### src/rtl/alu_pkg.sv
// -----------------------------------------------------------------------------
// alu_pkg
// Shared definitions for the execute-stage ALU and the multiply sequencer that
// borrows it: ALU opcode encodings, the datapath width, and the sequencer
// state encoding.
// -----------------------------------------------------------------------------
package alu_pkg;

   localparam int ALU_W = 16;

   // ALU opcode encodings
   localparam logic [2:0] ALU_ROL = 3'd0;
   localparam logic [2:0] ALU_SLL = 3'd1;
   localparam logic [2:0] ALU_ROR = 3'd2;
   localparam logic [2:0] ALU_SRA = 3'd3;
   localparam logic [2:0] ALU_ADD = 3'd4;
   localparam logic [2:0] ALU_OR  = 3'd5;
   localparam logic [2:0] ALU_XOR = 3'd6;
   localparam logic [2:0] ALU_AND = 3'd7;

   // Multiply sequencer states. The correction states are only reachable
   // when signed multiplication is compiled in.
   typedef enum logic [2:0] {
      ST_IDLE   = 3'd0,
      ST_ITER   = 3'd1,
      ST_CORR_A = 3'd2,
      ST_CORR_B = 3'd3,
      ST_DONE   = 3'd4
   } mul_state_t;

endpackage

### src/rtl/alu_mul_seq.sv
// -----------------------------------------------------------------------------
// alu_mul_seq
// Multi-cycle multiplier that borrows the shared combinational ALU to build a
// 2*WIDTH-bit product by shift-and-add, one ALU ADD per cycle. The parent
// muxes the ALU inputs to this block while alu_own is high.
//
// Latency from accept cycle T: resp_valid rises at T+17 (unsigned) or T+19
// (signed, two trailing correction subtractions of the high half).
//
// Build option:
//   ALU_MUL_SIGNED_EN  when defined, req_sign selects a two's-complement
//                      multiply; otherwise every request is unsigned and
//                      alu_invB is tied low.
//
// Ports:
//   clk, rst                 clock, synchronous active-high reset
//   req_valid/req_ready      request handshake (ready only in IDLE)
//   req_a, req_b, req_sign   multiplicand, multiplier, signed select
//   resp_valid/resp_ready    response handshake
//   resp_prod                product, held stable while resp_valid
//   alu_own                  this block drives the ALU this cycle
//   alu_a, alu_b, alu_cin    ALU operands / carry-in
//   alu_op                   ALU opcode (ADD while owned)
//   alu_invA/invB/sign       ALU operand-invert and signed-mode controls
//   alu_out, alu_ofl         ALU result and carry-out (unsigned mode)
//
// All ALU-facing and handshake outputs are registered; next-cycle ALU
// operands are formed from the next-state datapath values.
// -----------------------------------------------------------------------------
module alu_mul_seq
   import alu_pkg::*;
#(
   parameter int WIDTH = 16
) (
   input  logic                 clk,
   input  logic                 rst,
   input  logic                 req_valid,
   output logic                 req_ready,
   input  logic [WIDTH-1:0]     req_a,
   input  logic [WIDTH-1:0]     req_b,
   input  logic                 req_sign,
   output logic                 resp_valid,
   input  logic                 resp_ready,
   output logic [2*WIDTH-1:0]   resp_prod,
   output logic                 alu_own,
   output logic [WIDTH-1:0]     alu_a,
   output logic [WIDTH-1:0]     alu_b,
   output logic                 alu_cin,
   output logic [2:0]           alu_op,
   output logic                 alu_invA,
   output logic                 alu_invB,
   output logic                 alu_sign,
   input  logic [WIDTH-1:0]     alu_out,
   input  logic                 alu_ofl
);

   localparam int              CNT_W    = $clog2(WIDTH);
   localparam logic [CNT_W-1:0] CNT_LAST = CNT_W'(WIDTH - 1);

   mul_state_t            state_q, state_d;
   logic [WIDTH-1:0]      a_q, a_d;
   logic [WIDTH-1:0]      b_q, b_d;
   logic [WIDTH-1:0]      phi_q, phi_d;
   logic [WIDTH-1:0]      plo_q, plo_d;
   logic [CNT_W-1:0]      cnt_q, cnt_d;

   logic                  req_ready_q;
   logic                  resp_valid_q;
   logic [2*WIDTH-1:0]    resp_prod_q;
   logic                  alu_own_q, alu_own_d;
   logic [WIDTH-1:0]      alu_a_q, alu_a_d;
   logic [WIDTH-1:0]      alu_b_q, alu_b_d;
   logic                  alu_cin_q, alu_cin_d;
   logic [2:0]            alu_op_q, alu_op_d;
   logic                  alu_invb_q, alu_invb_d;

`ifdef ALU_MUL_SIGNED_EN
   logic                  s_q, s_d;
`else
   // Signed select is ignored in the unsigned-only build.
   logic                  unused_req_sign;
   assign unused_req_sign = req_sign;
`endif

   // ---------------------------------------------------------------------------
   // Next-state datapath
   // ---------------------------------------------------------------------------
   always_comb begin
      state_d = state_q;
      a_d     = a_q;
      b_d     = b_q;
      phi_d   = phi_q;
      plo_d   = plo_q;
      cnt_d   = cnt_q;
`ifdef ALU_MUL_SIGNED_EN
      s_d     = s_q;
`endif
      case (state_q)
         ST_IDLE: begin
            if (req_valid) begin
               a_d     = req_a;
               b_d     = req_b;
`ifdef ALU_MUL_SIGNED_EN
               s_d     = req_sign;
`endif
               phi_d   = '0;
               plo_d   = req_b;
               cnt_d   = '0;
               state_d = ST_ITER;
            end
         end
         ST_ITER: begin
            // {carry, sum, P_lo} shifted right by one: the carry becomes the
            // new P_hi MSB and the sum LSB moves into P_lo.
            {phi_d, plo_d} = {alu_ofl, alu_out, plo_q[WIDTH-1:1]};
            cnt_d          = cnt_q + CNT_W'(1);
            if (cnt_q == CNT_LAST) begin
`ifdef ALU_MUL_SIGNED_EN
               state_d = s_q ? ST_CORR_A : ST_DONE;
`else
               state_d = ST_DONE;
`endif
            end
         end
`ifdef ALU_MUL_SIGNED_EN
         // Signed fix-up: subtract (A negative ? B : 0) and (B negative ? A : 0)
         // from the high half. Both states always run so latency is fixed.
         ST_CORR_A: begin
            phi_d   = alu_out;
            state_d = ST_CORR_B;
         end
         ST_CORR_B: begin
            phi_d   = alu_out;
            state_d = ST_DONE;
         end
`endif
         ST_DONE: begin
            if (resp_ready) state_d = ST_IDLE;
         end
         default: state_d = ST_IDLE;
      endcase
   end

   // ---------------------------------------------------------------------------
   // Next-cycle ALU drive, derived from the state being entered
   // ---------------------------------------------------------------------------
   always_comb begin
      alu_own_d  = 1'b0;
      alu_a_d    = '0;
      alu_b_d    = '0;
      alu_cin_d  = 1'b0;
      alu_op_d   = 3'd0;
      alu_invb_d = 1'b0;
      case (state_d)
         ST_ITER: begin
            alu_own_d = 1'b1;
            alu_op_d  = ALU_ADD;
            alu_a_d   = phi_d;
            alu_b_d   = plo_d[0] ? a_d : '0;
         end
`ifdef ALU_MUL_SIGNED_EN
         // Subtraction as P_hi + ~x + 1.
         ST_CORR_A: begin
            alu_own_d  = 1'b1;
            alu_op_d   = ALU_ADD;
            alu_a_d    = phi_d;
            alu_b_d    = a_d[WIDTH-1] ? b_d : '0;
            alu_invb_d = 1'b1;
            alu_cin_d  = 1'b1;
         end
         ST_CORR_B: begin
            alu_own_d  = 1'b1;
            alu_op_d   = ALU_ADD;
            alu_a_d    = phi_d;
            alu_b_d    = b_d[WIDTH-1] ? a_d : '0;
            alu_invb_d = 1'b1;
            alu_cin_d  = 1'b1;
         end
`endif
         default: ;
      endcase
   end

   // ---------------------------------------------------------------------------
   // State and registered outputs
   // ---------------------------------------------------------------------------
   always_ff @(posedge clk) begin
      a_q   <= a_d;
      b_q   <= b_d;
      phi_q <= phi_d;
      plo_q <= plo_d;
      cnt_q <= cnt_d;
`ifdef ALU_MUL_SIGNED_EN
      s_q   <= s_d;
`endif
      if (rst) begin
         state_q      <= ST_IDLE;
         req_ready_q  <= 1'b1;
         resp_valid_q <= 1'b0;
         resp_prod_q  <= '0;
         alu_own_q    <= 1'b0;
         alu_a_q      <= '0;
         alu_b_q      <= '0;
         alu_cin_q    <= 1'b0;
         alu_op_q     <= 3'd0;
         alu_invb_q   <= 1'b0;
      end else begin
         state_q      <= state_d;
         req_ready_q  <= (state_d == ST_IDLE);
         resp_valid_q <= (state_d == ST_DONE);
         if (state_d == ST_DONE) resp_prod_q <= {phi_d, plo_d};
         alu_own_q    <= alu_own_d;
         alu_a_q      <= alu_a_d;
         alu_b_q      <= alu_b_d;
         alu_cin_q    <= alu_cin_d;
         alu_op_q     <= alu_op_d;
         alu_invb_q   <= alu_invb_d;
      end
   end

   assign req_ready  = req_ready_q;
   assign resp_valid = resp_valid_q;
   assign resp_prod  = resp_prod_q;
   assign alu_own    = alu_own_q;
   assign alu_a      = alu_a_q;
   assign alu_b      = alu_b_q;
   assign alu_cin    = alu_cin_q;
   assign alu_op     = alu_op_q;
   assign alu_invB   = alu_invb_q;
   // Operand A is never inverted and the ALU always runs unsigned so that
   // alu_ofl is the carry-out.
   assign alu_invA   = 1'b0;
   assign alu_sign   = 1'b0;

endmodule
### config.mk
export PLATFORM = sky130hd
export DESIGN_NAME = alu_mul_seq
export DESIGN_NICKNAME = d
export VERILOG_FILES = /design/src/rtl/alu_pkg.sv /design/src/rtl/alu_mul_seq.sv
export SDC_FILE = /design/constraint.sdc
export NUM_CORES = 1
export LEC_CHECK = 0
export CAP_MARGIN = 20
export CORE_ASPECT_RATIO = 0.75
export CORE_MARGIN = 2
export CORE_UTILIZATION = 48
export DETAILED_ROUTE_END_ITERATION = 7
export MAX_ROUTING_LAYER = met4
export PLACE_DENSITY_LB_ADDON = 0.1
export RECOVER_POWER = 50
export SLEW_MARGIN = 25
export SYNTH_ARGS = -nofsm -noshare
export SYNTH_HDL_FRONTEND = slang
export SYNTH_SLANG_ARGS = --single-unit
### constraint.sdc
create_clock -name clk -period 2.2 [get_ports clk]
set_input_delay 0.22 -clock clk [delete_from_list [all_inputs] [get_ports clk]]
set_output_delay 0.22 -clock clk [all_outputs]
set_load 0.005 [all_outputs]
# [After elaboration in Yosys (flattened, before gate mapping)]
# Cells that the tools add are included.
[op_classes] eq_ne=6 add_sub_neg=1 n_reduce_logical=6 bitwise=2 n_mux=14
[op_table] cell="$mux W16" n=4
[op_table] cell="$pmux W16 S2" n=2
[op_table] cell="$mux W3" n=4
[op_table] cell="$pmux W3 S3" n=1
[op_table] cell="$pmux W4 S2" n=1
[op_table] cell="$eq A3 B1 Y1 const B" n=2
[op_table] cell="$eq A3 B3 Y1 const B" n=2
[op_table] cell="$logic_not A3 Y1" n=2
[op_table] cell="$add A4 B1 Y4 const B" n=1
[op_table] cell="$eq A4 B4 Y1 const B" n=1
[op_table] cell="$mux W4" n=1
[op_table] cell="$reduce_or A3 Y1" n=1
[op_table] cell="$ne A2 B2 Y1 const B" n=1
[op_table] cell="$not A1 Y1" n=2
[op_table] cell="$reduce_and A2 Y1" n=1
[op_table] cell="$reduce_bool A2 Y1" n=1
[op_table] cell="$reduce_or A2 Y1" n=1
[op_table] cell="$mux W1" n=1
[totals] out_inout_bits=74 reg_bits=125 input_bits=54

# [Logic depth before layout (Yosys ltp)]
[logic_depth] depth_word=6 depth_mapped=7 mapped_depth_nobuf=4

# [Worst setup path before layout]
# No wires, ideal clock.
[synth_timing] kind="register to register" from="reg state_q[0]" to="reg alu_b_q[12] (netlist: alu_b[12])" path_stages_with_launch=7 slack_ps=392 t_required_ps=2096 arrival_time_ps=1704 cell_sequence="dfxtp_1 > buf_2 > or4b_4 > buf_6 > buf_2 > mux2i_1 > a2111oi_2"
[synth_between] elab_chain_len=5
[synth_lines] item="from (decl)" line="alu_mul_seq.sv:60" source="mul_state_t state_q, state_d;"
[synth_lines] item="from (signal assigned)" line="alu_mul_seq.sv:208" source="state_q <= state_d;"
[synth_lines] item="$eq A3 B3 Y1, or another cell as far along" line="alu_mul_seq.sv:98" source="case (state_q)"
[synth_lines] item="$pmux W3 S3" line="alu_mul_seq.sv:98"
[synth_lines] item="$eq A3 B1 Y1" line="alu_mul_seq.sv:154" source="case (state_d)"
[synth_lines] item="$not A1 Y1 (no line)"
[synth_lines] item="$reduce_or A3 Y1 (no line)"
[synth_lines] item="to (signal assigned)" line="alu_mul_seq.sv:214" source="alu_b_q <= alu_b_d;"
[synth_lines] item="to (decl)" line="alu_mul_seq.sv:72" source="logic [WIDTH-1:0] alu_b_q, alu_b_d;"
# Several ways; a longest one is shown, not always the timed one.
# A chain may end at the register's enable or synchronous reset.

# [Worst setup path after layout]
[layout_timing] from="reg cnt_q[0]" to="reg resp_prod_q[17] (netlist: resp_prod[17])"
[layout_between] elab_chain_len=4
[layout_lines] item="from (decl)" line="alu_mul_seq.sv:65" source="logic [CNT_W-1:0] cnt_q, cnt_d;"
[layout_lines] item="from (signal assigned)" line="alu_mul_seq.sv:192" source="cnt_q <= cnt_d;"
[layout_lines] item="$eq A4 B4 Y1" line="alu_mul_seq.sv:117" source="if (cnt_q == CNT_LAST) begin"
[layout_lines] item="$mux W3" line="alu_mul_seq.sv:117"
[layout_lines] item="$pmux W3 S3" line="alu_mul_seq.sv:98"
[layout_lines] item="$eq A3 B3 Y1" line="alu_mul_seq.sv:211" source="if (state_d == ST_DONE) resp_prod_q <= {phi_d, plo_d};"
[layout_lines] item="to (signal assigned)" line="alu_mul_seq.sv:211"
[layout_lines] item="to (decl)" line="alu_mul_seq.sv:69" source="logic [2*WIDTH-1:0] resp_prod_q;"
# Every way passes these cells.

==> results.json <==
{
  "grt.total_usage_pct": 24.0,
  "vdd_drop_max_mv": 0.465,
  "clock-sinks": 122,
  "p_leak_uw": 0.00280,
  "maxClockFrequency_mhz": 504,
  "synth-adder-area-share_pct": 0.263,
  "synth-seq-area-share_pct": 52.1,
  "post_synth_and_or_nand_nor_area_fraction_pct": 13.4,
  "postCtsHoldBufs": 0,
  "grt_setup_unrepaired": "false",
  "growth_of_design_area_from_synthesis_to_finish_pct": 38.9,
  "htreeDepth": 4,
  "compound_gate_fraction_of_synth_area_pct": 22.8,
  "io_pins": 128,
  "timing.critical_path.slowest_stage_cell": "and3_1",
  "critical-path-top-delay-family": "simple AND/OR/NAND/NOR gates",
  "clock_tree_from_tritoncts": "yes",
  "finish.net_count": 630,
  "cts_max_path_buffers": 2,
  "dpl.cell_count": 688,
  "antenna_cells_inserted": 0,
  "report.final.setup_viol": 0,
  "cts_resized": 0,
  "clk_pin_slew_ns": 0.05,
  "io_buffer_count": 120,
  "initial_utilization_pct": 49.3,
  "post_cts_buffers": 0,
  "worst_setup_path_start_kind": "flip-flop",
  "hold_violations": 0,
  "dr_total_vias": 4000,
  "netlist_top_cells_count": "dfxtp_1, nand2_1, a211oi_1",
  "multi_input_gate_area_mm2": 0.00195,
  "row_count": 31,
  "first_global_vias": 4049,
  "globalRoute.totalOverflow": 0,
  "clk_root_buffer_cell": "clkbuf_16",
  "final.setup_skew_ns": 0.00768,
  "grt_pass1_wl_um": 20100,
  "detail_route.vias_per_cell": 5.56,
  "combined_flip_flop_and_latch_cell_area_mm2": 0.00248,
  "synth_top_cells_by_area": "dfxtp_1, a211oi_1, a311oi_1",
  "clock_network_latency_to_the_later_pin_of_the_worst_skew_pair_ns": 0.40,
  "synth_area_leader_cell": "dfxtp_1",
  "drtAntennaViolNets": 0,
  "ys_async_sr_fraction_pct": 0,
  "remaining_drc_errors": 0,
  "antenna_found_initial": 0,
  "synth_top_flop_cell": "dfxtp_1",
  "drv.max_cap_violation_count": 0,
  "die-width_um": 119,
  "drt_first_iter_violations": 304,
  "synth_edf_count": 4,
  "synth_warnings": 0,
  "detail_route.first_pass.iterations": 4,
  "finish.cell_count_without_fillers": 719,
  "ys_seq_elements": 122,
  "type_of_element_capturing_the_critical_path": "flip-flop",
  "synthMuxAreaShare_pct": 3.36,
  "timing_max_transition_violations_final": 0,
  "cp_data_required_time_ns": 2.49,
  "synth.cell_area_mm2": 0.00476,
  "path_buf_inv": 1,
  "placeableCoreArea_mm2": 0.00966,
  "slowest_delay_ns": 0.49,
  "routed_wirelength_um": 12200,
  "hold_class": "in -> reg",
  "critPathKind": "reg -> reg",
  "clock_buffer_count_from_cts": 17,
  "most_frequent_cell_after_synthesis": "dfxtp_1",
  "data_arrival_critical_path_ns": 2.28,
  "synth_largest_type_area_fraction_pct": 49.6,
  "drive_above_1_share_pct": 11.4,
  "fillers": 735,
  "die-height_um": 90.3,
  "fin_crit_sh_pct": 90.1,
  "layout_min_cycle_time_ns": 1.98,
  "routedWlPerCell_um": 16.9,
  "gp_congestion": 0.805,
  "die_area_mm2": 0.0107,
  "timing.max_slew.rel_slack_pct": 65.3,
  "synth_top_family_by_area": "compound AO/OA/AOI/OAI gates",
  "top_fanout_value_on_the_critical_path": 24,
  "postSynthCellCount": 464,
  "post-dp-hpwl_um": 7760,
  "timing.critical_path.cells": "ha_1, and3_1, buf_4, a211oi_1, a311oi_1",
  "pwr_density_cell_mw_per_mm2": 843,
  "synthXorXnorAreaFrac_pct": 0.368,
  "max_slew.worst_pin.slew_ns": 0.521,
  "outcome": "finished clean",
  "netlist-cell-type-count": 37,
  "grt_start_max_net_pins": 38,
  "setup_tns_ns": 0,
  "postSynthAreaPerCell_um2": 10.3
}
worst paths after layout:
kind / to / from / cells after the start / slack (ns)
max: resp_prod[17] / cnt_q[0] / 5 / 0.22
min: phi_q[5] / alu_out[6] / 3 / 0.42
max reg2reg: resp_prod[17] / cnt_q[0] / 5 / 0.22
min reg2reg: a_q[15] / a_q[15] / 2 / 0.45
per-layer routing:
layer / track usage [%] / routed length (um) / vias up
li1: - / - / 1921
met1: 31.8 / 5700 / 1919
met2: 35.7 / 5590 / 154
met3: 6.38 / 841 / 6
met4: 8.33 / 51 / 0
met5: - / 0 / -
layout make-up:
cell class / instances / share of cell area (%)
clock buffers: 22 / 7.19
clock inverters: 9 / 1.44
well taps: 132 / 2.50
repair buffers: 142 / 20.9
flip-flops and latches: 122 / 37.5
inverters: 16 / 0.908
multi-input cells: 276 / 29.5
tightest hold or removal path, cell delays in order:
cell             delay (ns)
clkdlybuf4s50_1        0.40
nand2_1                0.10
nand2_1                0.06
cell families after synthesis:
| kind of cell | after synthesis |
|---|---|
| AO/OA/AOI/OAI | 126 |
| XOR/XNOR | 2 |
| adder cells (fa/ha/maj) | 1 |
| buffers and inverters | 72 |
| flip-flops | 122 |
| multiplexers | 16 |
| other | 1 |
| AND/OR/NAND/NOR | 124 |
sequential cells by signal, summed over array words and instances, names as in the netlist:
signal / flops
plo_q: 16
resp_valid: 1
phi_q: 16
a_q: 16
alu_op: 1
state_q: 3
alu_b: 16
resp_prod: 32
req_ready: 1
alu_a: 16
cnt_q: 4
layout by cell type (no fill, tap or decap), drive strengths merged, types with 6 or more instances in the layout:
cell           synthesis  layout
o21a                   6       6
conb                   1       7
a311oi                32      32
nand3                 28      28
clkinv                 0       7
nor2                   6       6
clkdlybuf4s50          0      52
inv                   16      16
nor2b                  7       7
a211oi                48      48
nand3b                11      11
clkbuf                22      24
buf                   34      20
a21o                  12      12
nand2                 60      60
dlygate4sd3            0      68
dfxtp                118     118
a2111oi               16      16
mux2i                 16      16
o21bai                 6       6
report_power, final:
group,total (uW),internal (uW),leakage [uW],switching [uW]
registers,2420,2360,0.00100,57.2
clock network,2670,1740,0.000288,925
logic,496,229,0.00151,267
through the flow:
step	setup WS, ns	util, %	power (uW)	hold slack (ns)	area [um2]
2_1_floorplan	0.392	-	2760	0.347	4780
3_3_place_gp	0.116	62.7	2940	0.433	6050
3_5_place_dp	0.0579	62.7	2950	0.443	6050
4_1_cts	0.191	68.6	5610	0.407	6620
5_1_grt	0.0830	68.5	5770	0.425	6620
6_report	0.218	68.5	5580	0.421	6620
(Power assumes the default switching activity.)
==> edit, RTL diff (same settings) <==
Set the parameter `WIDTH` to 32 (it was 16).
--- a/src/rtl/alu_mul_seq.sv
+++ b/src/rtl/alu_mul_seq.sv
@@ -30,7 +30,7 @@
 module alu_mul_seq
    import alu_pkg::*;
 #(
-   parameter int WIDTH = 16
+   parameter int WIDTH = 32
 ) (
    input  logic                 clk,
    input  logic                 rst,
Interface: changed (6 resized); port bits go from 128 to 240. The function was not compared with the original's and may differ.
==> edit against the original RTL <==
  * Synthesized area is 75% higher
  * Die area up 72%
  * Sequential cell count up 113
  * Wire length is 73% higher
  * Design area increased by 76%
  * Global-route usage down 1.5 points
  * Critical endpoint unchanged
  * Core utilization is 0.51 points higher
  * Non-clock buffer count increased by 114
  * Total power rose by 68%
  * Worst setup slack worse by 0.18 ns
  * Count of clock-buffer cells in the layout up 11
==> edit: results (changes against the original RTL) <==
- The flow ran to the end, and the final reports show no timing, DRC or antenna violations.
- The startpoint identified for the worst hold timing path is alu_out[18].
- The area growth from synthesis to layout is 39.9%.
- The peak supply drop was 0.000481 V (+3.3%).
- The port buffer count was 232 (+93%).
- The share of the synthesized area in compound gates (AO/OA/AOI/OAI) was 0.140 (-0.0876).
- The leakage dissipation was 4.79 nW (+71%).
- The total of plain and repair buffers excluding clock buffers is 256 (+80%).
- The xor/xnor share of the synthesized area came to 0.00210 (-0.00157).
- The sum of net half-perimeters after detailed placement was 13000 um (+68%).
- The sequential cell area is 4750 um^2 (+92%).
- The global-route met1 utilization is 0.310 (-0.00850).
- The post-layout instance count excluding filler cells was 1264 (+76%).
- The met3 wire length came to 1510 um (+79%).
- The number of placed instances, taps included is 1222 (+78%).
- The cell at the slowest stage of the critical path is sky130_fd_sc_hd__edfxtp_1.
- The routability-driven placement congestion ratio is 0.844 (+4.8%).
- The count of cells along the worst register-to-register path came to 7 (+2).
- The global-route wire length before repair is 33100 um (+65%).
- The number of flip-flops and latches was 235 (+93%).
- The diode insertion count for antenna repair is 1 (+1).
- For hold timing, the worst endpoint is phi_q[17].
- The number of global-route vias before repair is 6320 (+56%).
- The count of routing violations after the opening detailed-route iteration is 385 (+27%).
- The number of non-clock inverters in the layout came to 1 (-15).
- The largest incremental delay on the critical path was 0.42 ns (-0.07 ns).
- The smallest hold slack is 0.314 ns (-0.107 ns).
- The multi-input gate share of total cell area is 0.281 (-0.0140).
- The initial antenna violation count is 1 (+1).
- The placed cell area is 10700 um^2 (+78%).
- The remaining max-slew budget at the tightest pin is 0.393 (-0.260).
- The clock buffer count from CTS came to 23 (+6).
- The floorplan die area came to 18400 um^2 (+72%).
- Tracing the worst setup path back leads to its startpoint at cnt_q[0].
- The multiplexer fraction of the synthesized cell area was 0.0433 (+0.00964).
- The pin count of the biggest net entering global routing is 68 (+79%).
- The number of fill cells was 1304 (+77%).
[edit: changes by cell type after synthesis, moves of 20 or more]
cell	delta
sky130_fd_sc_hd__dfxtp_1	+112
sky130_fd_sc_hd__a311oi_1	+31
sky130_fd_sc_hd__clkbuf_1	+23
sky130_fd_sc_hd__mux2_2	+26
sky130_fd_sc_hd__nor2b_1	+25
sky130_fd_sc_hd__o21ai_0	+64
sky130_fd_sc_hd__nand3b_1	+20
sky130_fd_sc_hd__a21o_1	+20
sky130_fd_sc_hd__nand3_1	-26
sky130_fd_sc_hd__a211oi_1	-47
sky130_fd_sc_hd__nor3_1	+96
sky130_fd_sc_hd__nand2_1	+67
[edit: where the power goes]
group | leakage (nW) | internal [W] | switching, W
combinational | 2.47 | 0.000422 | 0.000382
sequential | 1.93 | 0.00454 | 0.0000880
clock | 0.388 | 0.00237 | 0.00158
[edit: what timing repair did]
item,in CTS,in global routing
cloned,0,1
resized for setup,7,20
setup endpoints to repair,48,63
pin swaps,0,1
